==> src/rtl/uart_pkg.sv <==
// Shared constants, state encoding and parity helper
// for the UART command master and its receive front end.
package uart_pkg;

   localparam int PARITY_NONE = 0;
   localparam int PARITY_ODD  = 1;
   localparam int PARITY_EVEN = 2;

   localparam logic [1:0] ERR_NONE    = 2'd0;
   localparam logic [1:0] ERR_PARITY  = 2'd1;
   localparam logic [1:0] ERR_FRAME   = 2'd2;
   localparam logic [1:0] ERR_TIMEOUT = 2'd3;

   typedef enum logic [3:0] {
      IDLE,
      TX_START,
      TX_DATA,
      TX_PAR,
      TX_STOP,
      GAP,
      RX_WAIT,
      RX_FRAME,
      DONE
   } state_t;

   // Parity bit to send/expect for a byte under the given mode.
   function automatic logic par_bit(input logic [7:0] d, input int mode);
      return (mode == PARITY_EVEN) ? ^d : ~^d;
   endfunction

endpackage

==> src/rtl/uart_rx_frame.sv <==
// UART receive front end: synchronizer, start validation,
// mid-bit sampling and parity/framing checks.
module uart_rx_frame
   import uart_pkg::*;
#(
   parameter int CLK_DIV     = 434,
   parameter int PARITY_MODE = 1
) (
   input  logic       clk,
   input  logic       rst_n,
   input  logic       en,
   input  logic       rx,
   output logic       active,
   output logic [7:0] rx_byte,
   output logic       byte_vld,
   output logic [1:0] err
);

   localparam int CW = $clog2(CLK_DIV);
   localparam logic [CW-1:0] LAST = CW'(CLK_DIV - 1);
   localparam logic [CW-1:0] MID  = CW'(CLK_DIV / 2 - 1);
   localparam logic [3:0] STOP_IDX =
      (PARITY_MODE != 0) ? 4'd10 : 4'd9;

   logic          s1, s2, s3;
   logic          fall;
   logic [CW-1:0] cnt;
   logic [3:0]    idx;
   logic [7:0]    sh;
   logic          par;
   logic          is_start, is_data, is_par, is_stop;

   assign fall     = s3 & ~s2;
   assign is_start = (idx == 4'd0);
   assign is_data  = (idx >= 4'd1) && (idx <= 4'd8);
   assign is_par   = (PARITY_MODE != 0) && (idx == 4'd9);
   assign is_stop  = (idx == STOP_IDX);

   always_ff @(posedge clk or negedge rst_n) begin
      if (!rst_n) begin
         s1 <= 1'b1;
         s2 <= 1'b1;
         s3 <= 1'b1;
      end else begin
         s1 <= rx;
         s2 <= s1;
         s3 <= s2;
      end
   end

   always_ff @(posedge clk or negedge rst_n) begin
      if (!rst_n) begin
         active   <= 1'b0;
         cnt      <= '0;
         idx      <= '0;
         sh       <= '0;
         par      <= 1'b0;
         rx_byte  <= '0;
         byte_vld <= 1'b0;
         err      <= ERR_NONE;
      end else begin
         byte_vld <= 1'b0;
         err      <= ERR_NONE;
         if (!en) begin
            active <= 1'b0;
            cnt    <= '0;
            idx    <= '0;
         end else if (!active) begin
            if (fall) begin
               active <= 1'b1;
               cnt    <= '0;
               idx    <= '0;
            end
         end else begin
            cnt <= (cnt == LAST) ? '0 : cnt + 1'b1;
            if (cnt == MID) begin
               unique case (1'b1)
                  is_start: begin
                     // line back high at mid-start: glitch
                     if (s2) active <= 1'b0;
                     else    idx    <= idx + 1'b1;
                  end
                  is_data: begin
                     sh  <= {s2, sh[7:1]};
                     idx <= idx + 1'b1;
                  end
                  is_par: begin
                     par <= s2;
                     idx <= idx + 1'b1;
                  end
                  is_stop: begin
                     active <= 1'b0;
                     if (!s2)
                        err <= ERR_FRAME;
                     else if (PARITY_MODE != 0 &&
                              par != par_bit(sh, PARITY_MODE))
                        err <= ERR_PARITY;
                     else begin
                        rx_byte  <= sh;
                        byte_vld <= 1'b1;
                     end
                  end
                  default: active <= 1'b0;
               endcase
            end
         end
      end
   end

endmodule

==> src/rtl/uart_cmd_master.sv <==
// UART register command master: serialises address/data
// bytes on tx and collects read replies from rx.
module uart_cmd_master
   import uart_pkg::*;
#(
   parameter int CLK_DIV     = 434,
   parameter int ADDR_BYTES  = 1,
   parameter int DATA_BYTES  = 1,
   parameter int PARITY_MODE = 1,
   parameter int GAP_CYCLES  = 100,
   parameter int RX_TIMEOUT  = 100000
) (
   input  logic                          clk,
   input  logic                          rst_n,
   input  logic [8*(ADDR_BYTES+DATA_BYTES)-1:0] cmd_in,
   input  logic                          cmd_vld,
   output logic                          cmd_rdy,
   input  logic                          rx,
   output logic                          tx,
   output logic [8*DATA_BYTES-1:0]       rd_data,
   output logic                          rd_vld,
   output logic                          rd_err,
   output logic [1:0]                    err_code,
   output logic                          busy
);

   localparam int NB = ADDR_BYTES + DATA_BYTES;
   localparam int CW = 8 * NB;
   localparam int DW = 8 * DATA_BYTES;
   localparam int BW = $clog2(NB + 1);
   localparam int TW = $clog2(CLK_DIV);
   localparam int GW = (GAP_CYCLES > 1) ? $clog2(GAP_CYCLES) : 1;
   localparam int OW = (RX_TIMEOUT > 1) ? $clog2(RX_TIMEOUT) : 1;

   localparam logic [TW-1:0] BIT_LAST = TW'(CLK_DIV - 1);
   localparam logic [GW-1:0] GAP_LAST = GW'(GAP_CYCLES - 1);
   localparam logic [OW-1:0] TMO_LAST = OW'(RX_TIMEOUT - 1);
   localparam logic [BW-1:0] N_WR     = BW'(NB);
   localparam logic [BW-1:0] N_RD     = BW'(ADDR_BYTES);
   localparam logic [BW-1:0] RX_LAST  = BW'(DATA_BYTES - 1);

   state_t        state;
   logic [CW-1:0] cmd_sh;
   logic          rw;
   logic [7:0]    tx_sh;
   logic [TW-1:0] bcnt;
   logic [3:0]    bit_idx;
   logic [BW-1:0] byte_idx;
   logic [GW-1:0] gcnt;
   logic [OW-1:0] tmo;
   logic [DW-1:0] acc;
   logic [DW-1:0] acc_nx;
   logic [BW-1:0] n_tx;
   logic          bit_end;

   logic          rx_en;
   logic          rx_act;
   logic          rx_vld;
   logic [7:0]    rx_byte;
   logic [1:0]    rx_err;

   assign n_tx    = rw ? N_WR : N_RD;
   assign bit_end = (bcnt == BIT_LAST);
   assign acc_nx  = DW'(acc << 8) | DW'(rx_byte);
   assign cmd_rdy = (state == IDLE);
   assign busy    = (state != IDLE);
   assign rx_en   = (state == RX_WAIT) || (state == RX_FRAME);

   uart_rx_frame #(
      .CLK_DIV     (CLK_DIV),
      .PARITY_MODE (PARITY_MODE)
   ) u_rx (
      .clk      (clk),
      .rst_n    (rst_n),
      .en       (rx_en),
      .rx       (rx),
      .active   (rx_act),
      .rx_byte  (rx_byte),
      .byte_vld (rx_vld),
      .err      (rx_err)
   );

   always_ff @(posedge clk or negedge rst_n) begin
      if (!rst_n) begin
         state    <= IDLE;
         tx       <= 1'b1;
         cmd_sh   <= '0;
         rw       <= 1'b0;
         tx_sh    <= '0;
         bcnt     <= '0;
         bit_idx  <= '0;
         byte_idx <= '0;
         gcnt     <= '0;
         tmo      <= '0;
         acc      <= '0;
         rd_data  <= '0;
         rd_vld   <= 1'b0;
         rd_err   <= 1'b0;
         err_code <= ERR_NONE;
      end else begin
         rd_vld <= 1'b0;
         rd_err <= 1'b0;
         unique case (state)
            IDLE: begin
               if (cmd_vld) begin
                  cmd_sh   <= cmd_in;
                  rw       <= cmd_in[CW-1];
                  err_code <= ERR_NONE;
                  byte_idx <= '0;
                  bcnt     <= '0;
                  tx       <= 1'b0;
                  state    <= TX_START;
               end
            end
            TX_START: begin
               bcnt <= bit_end ? '0 : bcnt + 1'b1;
               if (bit_end) begin
                  tx_sh   <= cmd_sh[CW-1 -: 8];
                  tx      <= cmd_sh[CW-8];
                  bit_idx <= '0;
                  state   <= TX_DATA;
               end
            end
            TX_DATA: begin
               bcnt <= bit_end ? '0 : bcnt + 1'b1;
               if (bit_end) begin
                  if (bit_idx == 4'd7) begin
                     if (PARITY_MODE != 0) begin
                        tx    <= par_bit(cmd_sh[CW-1 -: 8], PARITY_MODE);
                        state <= TX_PAR;
                     end else begin
                        tx    <= 1'b1;
                        state <= TX_STOP;
                     end
                  end else begin
                     tx_sh   <= tx_sh >> 1;
                     tx      <= tx_sh[1];
                     bit_idx <= bit_idx + 1'b1;
                  end
               end
            end
            TX_PAR: begin
               bcnt <= bit_end ? '0 : bcnt + 1'b1;
               if (bit_end) begin
                  tx    <= 1'b1;
                  state <= TX_STOP;
               end
            end
            TX_STOP: begin
               bcnt <= bit_end ? '0 : bcnt + 1'b1;
               if (bit_end) begin
                  cmd_sh   <= cmd_sh << 8;
                  byte_idx <= byte_idx + 1'b1;
                  gcnt     <= '0;
                  if (rw && (byte_idx + 1'b1 == n_tx))
                     state <= IDLE;
                  else
                     state <= GAP;
               end
            end
            GAP: begin
               if (gcnt == GAP_LAST) begin
                  if (byte_idx == n_tx) begin
                     byte_idx <= '0;
                     tmo      <= '0;
                     state    <= RX_WAIT;
                  end else begin
                     bcnt  <= '0;
                     tx    <= 1'b0;
                     state <= TX_START;
                  end
               end else begin
                  gcnt <= gcnt + 1'b1;
               end
            end
            RX_WAIT: begin
               if (rx_act) begin
                  state <= RX_FRAME;
               end else if (tmo == TMO_LAST) begin
                  rd_err   <= 1'b1;
                  err_code <= ERR_TIMEOUT;
                  state    <= IDLE;
               end else begin
                  tmo <= tmo + 1'b1;
               end
            end
            RX_FRAME: begin
               if (rx_err != ERR_NONE) begin
                  rd_err   <= 1'b1;
                  err_code <= rx_err;
                  state    <= IDLE;
               end else if (rx_vld) begin
                  acc <= acc_nx;
                  tmo <= '0;
                  if (byte_idx == RX_LAST) begin
                     rd_data <= acc_nx;
                     rd_vld  <= 1'b1;
                     state   <= DONE;
                  end else begin
                     byte_idx <= byte_idx + 1'b1;
                     state    <= RX_WAIT;
                  end
               end else if (!rx_act) begin
                  // false start: keep the running timeout
                  state <= RX_WAIT;
               end
            end
            DONE:    state <= IDLE;
            default: state <= IDLE;
         endcase
      end
   end

endmodule

==> config.mk <==
export PLATFORM = sky130hd
export DESIGN_NAME = uart_cmd_master
export DESIGN_NICKNAME = d
export VERILOG_FILES = /design/src/rtl/uart_pkg.sv /design/src/rtl/uart_rx_frame.sv /design/src/rtl/uart_cmd_master.sv
export SDC_FILE = /design/constraint.sdc
export NUM_CORES = 1
export LEC_CHECK = 0
export ABC_AREA = 1
export BUFFER_PORTS_ARGS = -buffer_cell sky130_fd_sc_hd__buf_4
export CORE_AREA = 8 8 129 131
export CTS_CLUSTER_DIAMETER = 40
export CTS_CLUSTER_SIZE = 8
export DETAILED_ROUTE_END_ITERATION = 8
export DIE_AREA = 0 0 137 139
export PLACE_DENSITY = 0.65
export SLEW_MARGIN = 20
export SYNTH_ARGS = -nofsm -noshare
export SYNTH_HDL_FRONTEND = slang
export SYNTH_SLANG_ARGS = --single-unit
==> constraint.sdc <==
create_clock -name clk -period 2.1 [get_ports clk]
set_input_delay 0.105 -clock clk [delete_from_list [all_inputs] [get_ports clk]]
set_output_delay 0.105 -clock clk [all_outputs]
set_load 0.05 [all_outputs]
==> run_results.csv, run 1 <==
group,metric,value,unit
die,die_h,139,um
sta,tightest_slew,440,ps
yosys,synth_area,6460,um^2
worst_setup_path,crit_path_end_kind,"flip-flop",
placed_design,place_ws,213,ps
yosys,yosysWarnings,0,
die,initial_core_util,43.8,%
worst_setup_path,path_max_fanout,7,
worst_setup_path,crit_buf_inv,1,
grt,met2_usage,26.9,%
worst_setup_path,required,2390,ps
die,io_pins,35,
worst_setup_path,cp.arrival,2140,ps
worst_setup_path,critPathTopFamily,"simple AND/OR/NAND/NOR gates",
power,power.leakage,0.00373,uW
sta,drv_slew,0,
die,core_area,14800,um^2
cts,numClockSinks,117,
route,drtIter0Drc,318,
yosys,netlist-cell-type-count,38,
route,drt_wl_total,14.9,mm
route,vias,5729,
grt,gr-total-overflow,0,
route,wl_per_cell,13.0,um
die,rows,45,
worst_hold_path,hold_path.class,"in -> reg",
flow_run,cap_viol_max_count,0,
cts,cts_tree,"yes",
grt,busiest_layer,"met2",
sta,finClkSkew,9.01,ps
yosys,synthesis.instances,866,
worst_setup_path,setup.worst_path.class,"reg -> reg",
grt,track_usage,17.1,%
die,die_w,137,um
route,drc,0,
sta,setup_viol_count_final,0,
grt,use_met3,4.13,%
sta,fin_ws,247,ps
sta,min_period_over_period,88.2,%
route,avgViaCountPerCell,4.99,
layout,area_delta_synth_final,22.7,%
yosys,ys_ff_latch,117,
worst_setup_path,slowest_delay,380,ps
yosys,synth_fp_nets,900,
sta,fin_setup_tns,0,ps
layout,drive_above_1_share,12.3,%
yosys,yosysSeqAreaShare,45.4,%
grt,grt_pass1_vias,5597,
cts,clk_pin_slew_worst_paths,60,ps
grt,antenna_found_initial,0,
grt,grt_pass1_wl,26.5,mm
power,max-vdd-ir-drop,0.000615,V
sta,period_needed,1850,ps
placed_design,portBuffers,34,
grt,grt_max_degree,51,
worst_setup_path,start_kind,"flip-flop",
placed_design,gp_congestion,0.910,
power,powerDensity,1020,nW/um^2
sta,rsz0062_at_grt,"no",
die,dieArea,19000,um^2
route,dr.pass1.iters,6,
cts,cts_inserted_buffers,17,
layout,diodes,0,
sta,relSlewSlack,70.4,%
cts,root_buffer,"clkbuf_16",
layout,finalNetCount,981,
cts,clk_latency,420,ps
outcome,status,"completed",
cts,cts_setup_buffers,0,
placed_design,dpl.hpwl,10.5,mm
yosys,avgSynthCellArea,7.46,um^2
route,antenna_left,0,
cts,cts_buffer_depth,2,
sta,hold_viol_final,0,
sta,fmax,540,MHz
cts,h-tree-depth,4,
worst_setup_path,path_cells,"ha_1, inv_1, nor2_1, nand3_1, nand2_1, nand2_1, nor2_1, o21ai_0",
grt,grtUsageMet1,22.1,%
worst_setup_path,slowest_stage,"dfrtp_1",
==> metal layers <==
metal / share of wire, % / vias to the layer above / routed length, um
met1: 47 / 2639 / 7040
met2: 48 / 93 / 7120
met5: 0 / - / 0
met3: 3.1 / 24 / 460
li1: - / 2973 / -
met4: 1.8 / 0 / 272
==> sequential cells by signal, indices dropped and copies added (netlist names), 2 cells and up <==
signal        cells
u_rx.err          2
u_rx.sh           8
bcnt              9
err_code          2
tx_sh             7
tmo              17
state             4
bit_idx           4
u_rx.rx_byte      8
byte_idx          2
cmd_sh           16
u_rx.idx          4
gcnt              7
u_rx.cnt          9
rd_data           8
==> through the flow <==
step | total power (uW) | cell area [um^2] | hold slack, ps | util (%) | std cells
2_1_floorplan | 4250 | 6470 | -191 | - | 866
3_3_place_gp | 4820 | 7070 | 72.2 | 47.9 | 1097
3_5_place_dp | 4840 | 7070 | 84.1 | 47.9 | 1097
4_1_cts | 8130 | 7930 | 1.48 | 53.7 | 1148
5_1_grt | 8610 | 7930 | 11.8 | 53.8 | 1148
6_report | 8090 | 7930 | 9.25 | 53.8 | 1148
==> path summary, 6_finish.rpt <==
path / startpoint / endpoint / slack [ps] / cells past startpoint
max: gcnt[0]$_DFFE_PN0P_ / bcnt[4]$_DFFE_PN0P_ / 250 / 8
min: cmd_vld / cmd_sh[3]$_DFFE_PN0P_ / 9 / 3
max reg2reg: gcnt[0]$_DFFE_PN0P_ / bcnt[4]$_DFFE_PN0P_ / 250 / 8
min reg2reg: u_rx.s1$_DFF_PN1_ / u_rx.s2$_DFF_PN1_ / 360 / 0
max in group asynchronous: rst_n / u_rx.s1$_DFF_PN1_ / 1230 / 3
min in group asynchronous: rst_n / bcnt[7]$_DFFE_PN0P_ / 170 / 2
==> cell usage in the layout, fill, tap and decap left out, drive strengths merged, types with 2 or more instances in the layout <==
cell         netlist  final
inv               95     97
xor2              17     17
o211ai             9      9
ha                14     14
or2                3      3
nor3              20     20
o21ai             66     66
nand2            284    284
o31ai              2      2
dfstp              4      4
dfrtp            113    113
a31oi              5      5
a21oi             15     15
buf                6     55
bufinv             0      5
nor2              93     93
o22ai              5      5
nand4             22     22
xnor2              8      8
clkbuf             6     18
dlygate4sd3        0     19
nand3             69     69
clkinv             0      6
==> area by class of cell <==
cell class	count	area [um^2]
clock buffers	18	439
clock inverters	14	224
fillers	1400	6820
inverters	95	359
multi-input cells	642	3120
flip-flops and latches	117	2930
well taps	188	235
repair buffers	74	616
==> Yosys cell counts, drive strengths merged <==
master | instances | share of area, %
nand2 | 284 | 17
dfrtp | 113 | 44
inv | 95 | 5.5
nor2 | 93 | 5.9
nand3 | 69 | 5.6
o21ai | 66 | 5.2
nand4 | 22 | 2.1
nor3 | 20 | 1.7
xor2 | 17 | 2.3
a21oi | 15 | 1.2
ha | 14 | 2.7
o211ai | 9 | 1.0
xnor2 | 8 | 1.1
buf | 6 | 0.50
clkbuf | 6 | 0.35
a31oi | 5 | 0.48
o22ai | 5 | 0.48
dfstp | 4 | 1.6
or2 | 3 | 0.29
o31ai | 2 | 0.23
a211oi | 1 | 0.12
a31o | 1 | 0.14
a41oi | 1 | 0.14
and2 | 1 | 0.097
and3 | 1 | 0.097
mux2 | 1 | 0.17
nand3b | 1 | 0.12
o21a | 1 | 0.12
o21bai | 1 | 0.12
o221ai | 1 | 0.14
==> cell families after synthesis <==
group,after synthesis,share of synthesized area (%)
simple gates,494,32.6
flops,117,45.4
xor+xnor,25,3.39
buf+inv,107,6.37
mux,1,0.174
compound gates,108,9.33
fa+ha+maj,14,2.71
==> power by group <==
part	leakage [uW]	total [uW]	switching, uW	internal (uW)
combinational	0.00183	2030	1320	701
clock	0.000321	3240	1090	2150
sequential	0.00157	2830	284	2540
==> timing repair <==
| action | 4_1_cts | 5_1_grt |
|---|---|---|
| hold buffers | 19 | 0 |
| endpoints found under the setup margin | 0 | 5 |
| endpoints found under the hold margin | 45 | 0 |
| gates resized for setup | 0 | 2 |
==> worst register-to-register path, cell delays in order, from the launching register on <==
cell     delay (ps)
dfrtp_1         380
ha_1            220
inv_1            90
nor2_1           80
nand3_1         130
nand2_1         160
nand2_1         180
nor2_1          360
o21ai_0         130
No activity file was read; power rests on OpenSTA's default activity.
==> inputs of run 2 (changes only) <==
CORE_AREA = 8 8 94 181   (was 8 8 129 131)
DIE_AREA = 0 0 102 189   (was 0 0 137 139)
==> run_results.csv, run 2 (synthesis results as in run 1) <==
group,metric,value,unit
power,power.total,7640,uW
die,die_w,102,um
layout,stdcell_area,7790,um^2
die,io_pins,35,
sta,holdWs,18.4,ps
layout,largest-register,"tmo",
sta,setup_viol_count_final,0,
sta,period_needed,1900,ps
grt,gr-total-overflow,0,
route,antenna_left,0,
placed_design,dp.cells,1099,
worst_setup_path,rr_worst_depth,11,
sta,relSlewSlack,69.8,%
die,dieArea,19300,um^2
cts,cts_setup_buffers,0,
placed_design,dpl.hpwl,11.2,mm
grt,grt_pass1_vias,5790,
layout,drive_above_1_share,11.7,%
cts,cts_tree,"yes",
worst_setup_path,path_max_fanout,6,
layout,reg_top3,"tmo (17), cmd_sh (16)",
cts,root_buffer,"clkbuf_16",
die,rows,63,
grt,grt_max_degree,62,
layout,finalNetCount,974,
route,avgViaCountPerCell,5.10,
power,powerDensity,981,nW/um^2
sta,fmax,526,MHz
layout,largest_reg_flops,17,
worst_hold_path,hold_path_depth,3,
worst_setup_path,cp.arrival,2200,ps
placed_design,gp_congestion,0.948,
worst_hold_path,hold_start,"cmd_in[10]",
sta,min_period_over_period,90.6,%
worst_setup_path,r2r-start,"bcnt[1]$_DFFE_PN0P_",
worst_setup_path,required,2390,ps
flow_run,cap_viol_max_count,0,
cts,cts_inserted_buffers,17,
grt,antenna_found_initial,0,
layout,layout_common_cells,"nand2_1, dfrtp_1, inv_1, nor2_1, nand3_1",
cts,clk_pin_slew_worst_paths,50,ps
grt,track_usage,17.0,%
die,initial_core_util,44.1,%
sta,drv_slew,0,
worst_hold_path,hold_path.class,"in -> reg",
cts,cts_buffer_depth,2,
grt,grt_pass1_wl,26.7,mm
outcome,status,"completed",
die,die_h,189,um
worst_setup_path,setup.worst_path.class,"reg -> reg",
sta,hold_viol_final,0,
layout,area_delta_synth_final,20.6,%
power,power.leakage,0.00364,uW
cts,clk_latency,410,ps
route,drc,0,
worst_setup_path,startpoint,"bcnt[1]$_DFFE_PN0P_",
route,dr.pass1.iters,5,
route,drt_wl_total,15.3,mm
layout,instances_no_fill,1146,
die,core_area,14700,um^2
sta,tightest_slew,454,ps
cts,h-tree-depth,4,
placed_design,place_area,7040,um^2
worst_setup_path,start_kind,"flip-flop",
sta,finClkSkew,10.6,ps
layout,n_fill_cell,1417,
route,vias,5840,
power,max-vdd-ir-drop,0.000563,V
placed_design,portBuffers,34,
cts,numClockSinks,117,
layout,final_common_cell,"nand2_1",
route,drtIter0Drc,292,
route,wl_per_cell,13.3,um
layout,diodes,0,
worst_setup_path,crit_path_end_kind,"flip-flop",
-- run 2: cell count changes in the layout (fill, tap and decap cells not counted), sizes merged --
cell | before | now
clkinv | 6 | 5
clkinvlp | 1 | 5
inv | 97 | 95
buf | 55 | 50
bufinv | 5 | 2
dlygate4sd3 | 19 | 17
-- run 2: where the power goes --
group	leakage (uW)	internal, uW	switching (uW)
Clock	0.000266	1760	1040
Sequential	0.00157	2540	274
Combinational	0.00181	685	1340
Total	0.00364	4990	2650
-- run 2: worst max-delay path, stage by stage, from the launching register on --
cell,delay (ps)
dfrtp_1,390
inv_1,80
ha_1,140
nand2_1,50
nor2_1,210
nand2_1,200
o21ai_2,190
nand2_1,110
nor2_2,180
nand2_1,120
nand2_1,70
nand2_1,50
-- run 2: final timing paths --
| kind | endpoint | slack [ps] |
|---|---|---|
| max | state[2]$_DFFE_PN0P_ | 200 |
| min | cmd_sh[10]$_DFFE_PN0P_ | 20 |
| max reg2reg | state[2]$_DFFE_PN0P_ | 200 |
| min reg2reg | u_rx.s2$_DFF_PN1_ | 360 |
| max in group asynchronous | u_rx.s1$_DFF_PN1_ | 1180 |
| min in group asynchronous | tmo[7]$_DFFE_PN0P_ | 190 |
-- run 2: timing repair --
action / 4_1_cts / 5_1_grt
hold endpoints to repair: 48 / 0
endpoints found under the setup margin: 0 / 4
hold buffers: 17 / 0
resized for setup: 0 / 2
-- run 2: final cells by class --
class	instances	area, um^2	share of cell area, %
Tap cell	195	244	3.13
Clock buffer	18	439	5.64
Multi-Input combinational cell	642	3120	40.1
Inverter	95	359	4.61
Sequential cell	117	2930	37.6
Clock inverter	12	134	1.72
Timing Repair Buffer	67	558	7.16
-- run 2: stage by stage --
step / worst slack (ps) / util, % / setup TNS (ps)
4_1_cts: 107 / 53.1 / 0
6_report: 197 / 53.1 / 0
3_3_place_gp: 148 / 48.0 / 0
3_5_place_dp: 122 / 48.0 / 0
2_1_floorplan: 155 / - / 0
5_1_grt: -7.34 / 53.1 / -17.1
-- run 2: layer usage --
layer  GRT usage [%]  share of wire [%]  vias up
met5               0                  0        -
li1                -                  -     2953
met3            3.68                3.3       24
met4            6.20                1.8        0
met1            20.0                 43     2755
met2            29.2                 52      108
==> inputs of run 3 (changes only) <==
PLACE_DENSITY = 0.62   (was 0.65)
clock period = 1.6 ns   (was 2.1 ns; I/O delays follow)
==> run_results.csv, run 3 (synthesis results as in run 1) <==
group,metric,value,unit
outcome,status,"complete, but fails checks",
worst_setup_path,slowest_stage,"dfrtp_2",
worst_setup_path,required,1520,ps
die,rows,63,
die,dieArea,19300,um^2
cts,cts_buffer_depth,2,
route,wl_per_cell,14.2,um
sta,holdWs,142,ps
grt,track_usage,18.4,%
cts,h-tree-depth,4,
outcome,violations,"setup timing",
layout,area_delta_synth_final,49.0,%
sta,period_needed,1640,ps
layout,largest_reg_flops,17,
grt,grt_pass1_vias,6271,
sta,rsz0062_at_grt,"yes",
grt,grt_pass1_wl,28.6,mm
route,avgViaCountPerCell,5.04,
power,max-vdd-ir-drop,0.000857,V
worst_setup_path,path_cells,"buf_6, nor2_4, nand2_8, buf_6, buf_8",
sta,setup_viol_count_final,28,
cts,root_buffer,"clkbuf_16",
layout,diodes,0,
worst_setup_path,rrSetupSlack,-30,ps
cts,cts_inserted_buffers,17,
die,io_pins,35,
grt,gr-total-overflow,0,
power,power.leakage,0.00446,uW
flow_run,cap_viol_max_count,0,
route,drtIter0Drc,260,
die,die_w,102,um
layout,drive_above_1_share,35.7,%
worst_setup_path,critPathTopFamily,"flip-flops",
layout,layout_common_cells,"nand2_1, buf_4, dfrtp_1, inv_1, nor2_1",
sta,fin_ws,-35.2,ps
grt,antenna_found_initial,0,
worst_setup_path,start_kind,"flip-flop",
sta,finClkSkew,13.6,ps
cts,numClockSinks,117,
worst_setup_path,cp.arrival,1560,ps
sta,relSlewSlack,73.7,%
cts,clk_pin_slew_worst_paths,60,ps
route,vias,6445,
placed_design,portBuffers,34,
route,drt_wl_total,18.1,mm
worst_setup_path,crit_path_end_kind,"output port",
cts,clk_latency,420,ps
worst_setup_path,setup.worst_path.class,"reg -> out",
sta,fmax,612,MHz
worst_setup_path,crit_buf_inv,3,
layout,final_common_cell,"nand2_1",
worst_setup_path,slowest_delay,440,ps
die,die_h,189,um
layout,reg_top3,"tmo (17), cmd_sh (16)",
sta,min_period_over_period,102,%
route,drc,0,
layout,finalNetCount,1106,
die,initial_core_util,44.1,%
worst_setup_path,path_max_fanout,4,
placed_design,dpl.hpwl,12.2,mm
layout,n_fill_cell,1242,
layout,utilization,65.7,%
worst_setup_path,cp_common_cell,"buf_6",
layout,largest-register,"tmo",
grt,grt_max_degree,48,
die,core_area,14700,um^2
cts,cts_tree,"yes",
worst_hold_path,hold_path.class,"in -> async",
route,antenna_left,0,
sta,hold_viol_final,0,
sta,tightest_slew,391,ps
placed_design,gp_congestion,0.894,
power,powerDensity,1250,nW/um^2
route,dr.pass1.iters,5,
sta,drv_slew,0,
-- run 3: cell count changes in the layout (fill, tap and decap cells not counted), moves of 9 or more --
| cell | before | now |
|---|---|---|
| buf_4 | 49 | 151 |
| buf_6 | 0 | 17 |
| inv_1 | 93 | 74 |
| inv_2 | 1 | 17 |
| nand2_1 | 278 | 224 |
| nand2_2 | 6 | 48 |
| nand2_4 | 0 | 11 |
| nand3_1 | 66 | 55 |
| nor2_1 | 84 | 59 |
| nor2_4 | 3 | 20 |
| o21ai_0 | 65 | 31 |
| o21ai_1 | 0 | 24 |
| o21ai_2 | 1 | 10 |
-- run 3: metal layers --
metal	wire length, um	track usage [%]	vias to the layer above	share of wire (%)
met5	0	0	-	0
met4	307	5.24	0	1.7
met3	523	3.53	24	2.9
met2	10100	33.1	100	56
met1	7180	21.0	3084	40
li1	-	-	3237	-
-- run 3: worst paths after layout --
check | start | endpoint | depth (start not counted)
worst min-delay path | rst_n | tmo[11]$_DFFE_PN0P_ | 2
worst max register to register | state[2]$_DFFE_PN0P_ | tx_sh[6]$_DFFE_PN0P_ | 8
max in group asynchronous | rst_n | tx$_DFFE_PN1P_ | 3
worst max-delay path | state[2]$_DFFE_PN0P_ | busy | 5
worst min register to register | u_rx.s1$_DFF_PN1_ | u_rx.s2$_DFF_PN1_ | 0
min in group clk | rx | u_rx.s1$_DFF_PN1_ | 2
-- run 3: layout make-up --
class / count / area, um^2 / area share [%]
multi-input combinational: 643 / 3740 / 38.9
inverter: 95 / 378 / 3.93
clock buffer: 17 / 425 / 4.42
sequential: 117 / 2940 / 30.5
tap: 195 / 244 / 2.53
timing repair buffer: 198 / 1730 / 18.0
clock inverter: 15 / 168 / 1.74
-- run 3: where the power goes --
| group | internal (uW) | switching (uW) | leakage (uW) |
|---|---|---|---|
| clock | 2330 | 1530 | 0.000291 |
| combinational | 2020 | 2400 | 0.00260 |
| sequential | 3340 | 375 | 0.00156 |
| total | 7690 | 4310 | 0.00446 |
-- run 3: what timing repair did --
item / CTS / global route
pin swaps: 14 / 50
gates cloned: 2 / 5
buffers inserted: 4 / 16
hold buffers: 19 / 0
endpoints found under the setup margin: 79 / 101
hold endpoints to repair: 130 / 0
gates resized for setup: 53 / 194
-- run 3: metrics by stage --
step / total power (uW) / cell area [um^2] / setup TNS, ps / std cells / worst slack [ps]
final: 12000 / 9630 / -409 / 1280 / -35.2
after global routing: 12600 / 9630 / -5400 / 1280 / -175
after CTS: 11200 / 8870 / -408 / 1259 / -64.9
after detailed placement: 7000 / 7900 / -3280 / 1203 / -142
after global placement: 6940 / 7900 / -2190 / 1203 / -90.4
after floorplan: 5660 / 6510 / -34.0 / 866 / -6.23
-- run 3: worst register-to-register path, cell delays in order, from the launching register on --
cell and delay [ps]:
dfrtp_2 440, buf_6 130, nor2_4 180, nand2_4 110, nor3_4 230, nor2_4 90
buf_12 140, o211ai_1 80, o21ai_0 110
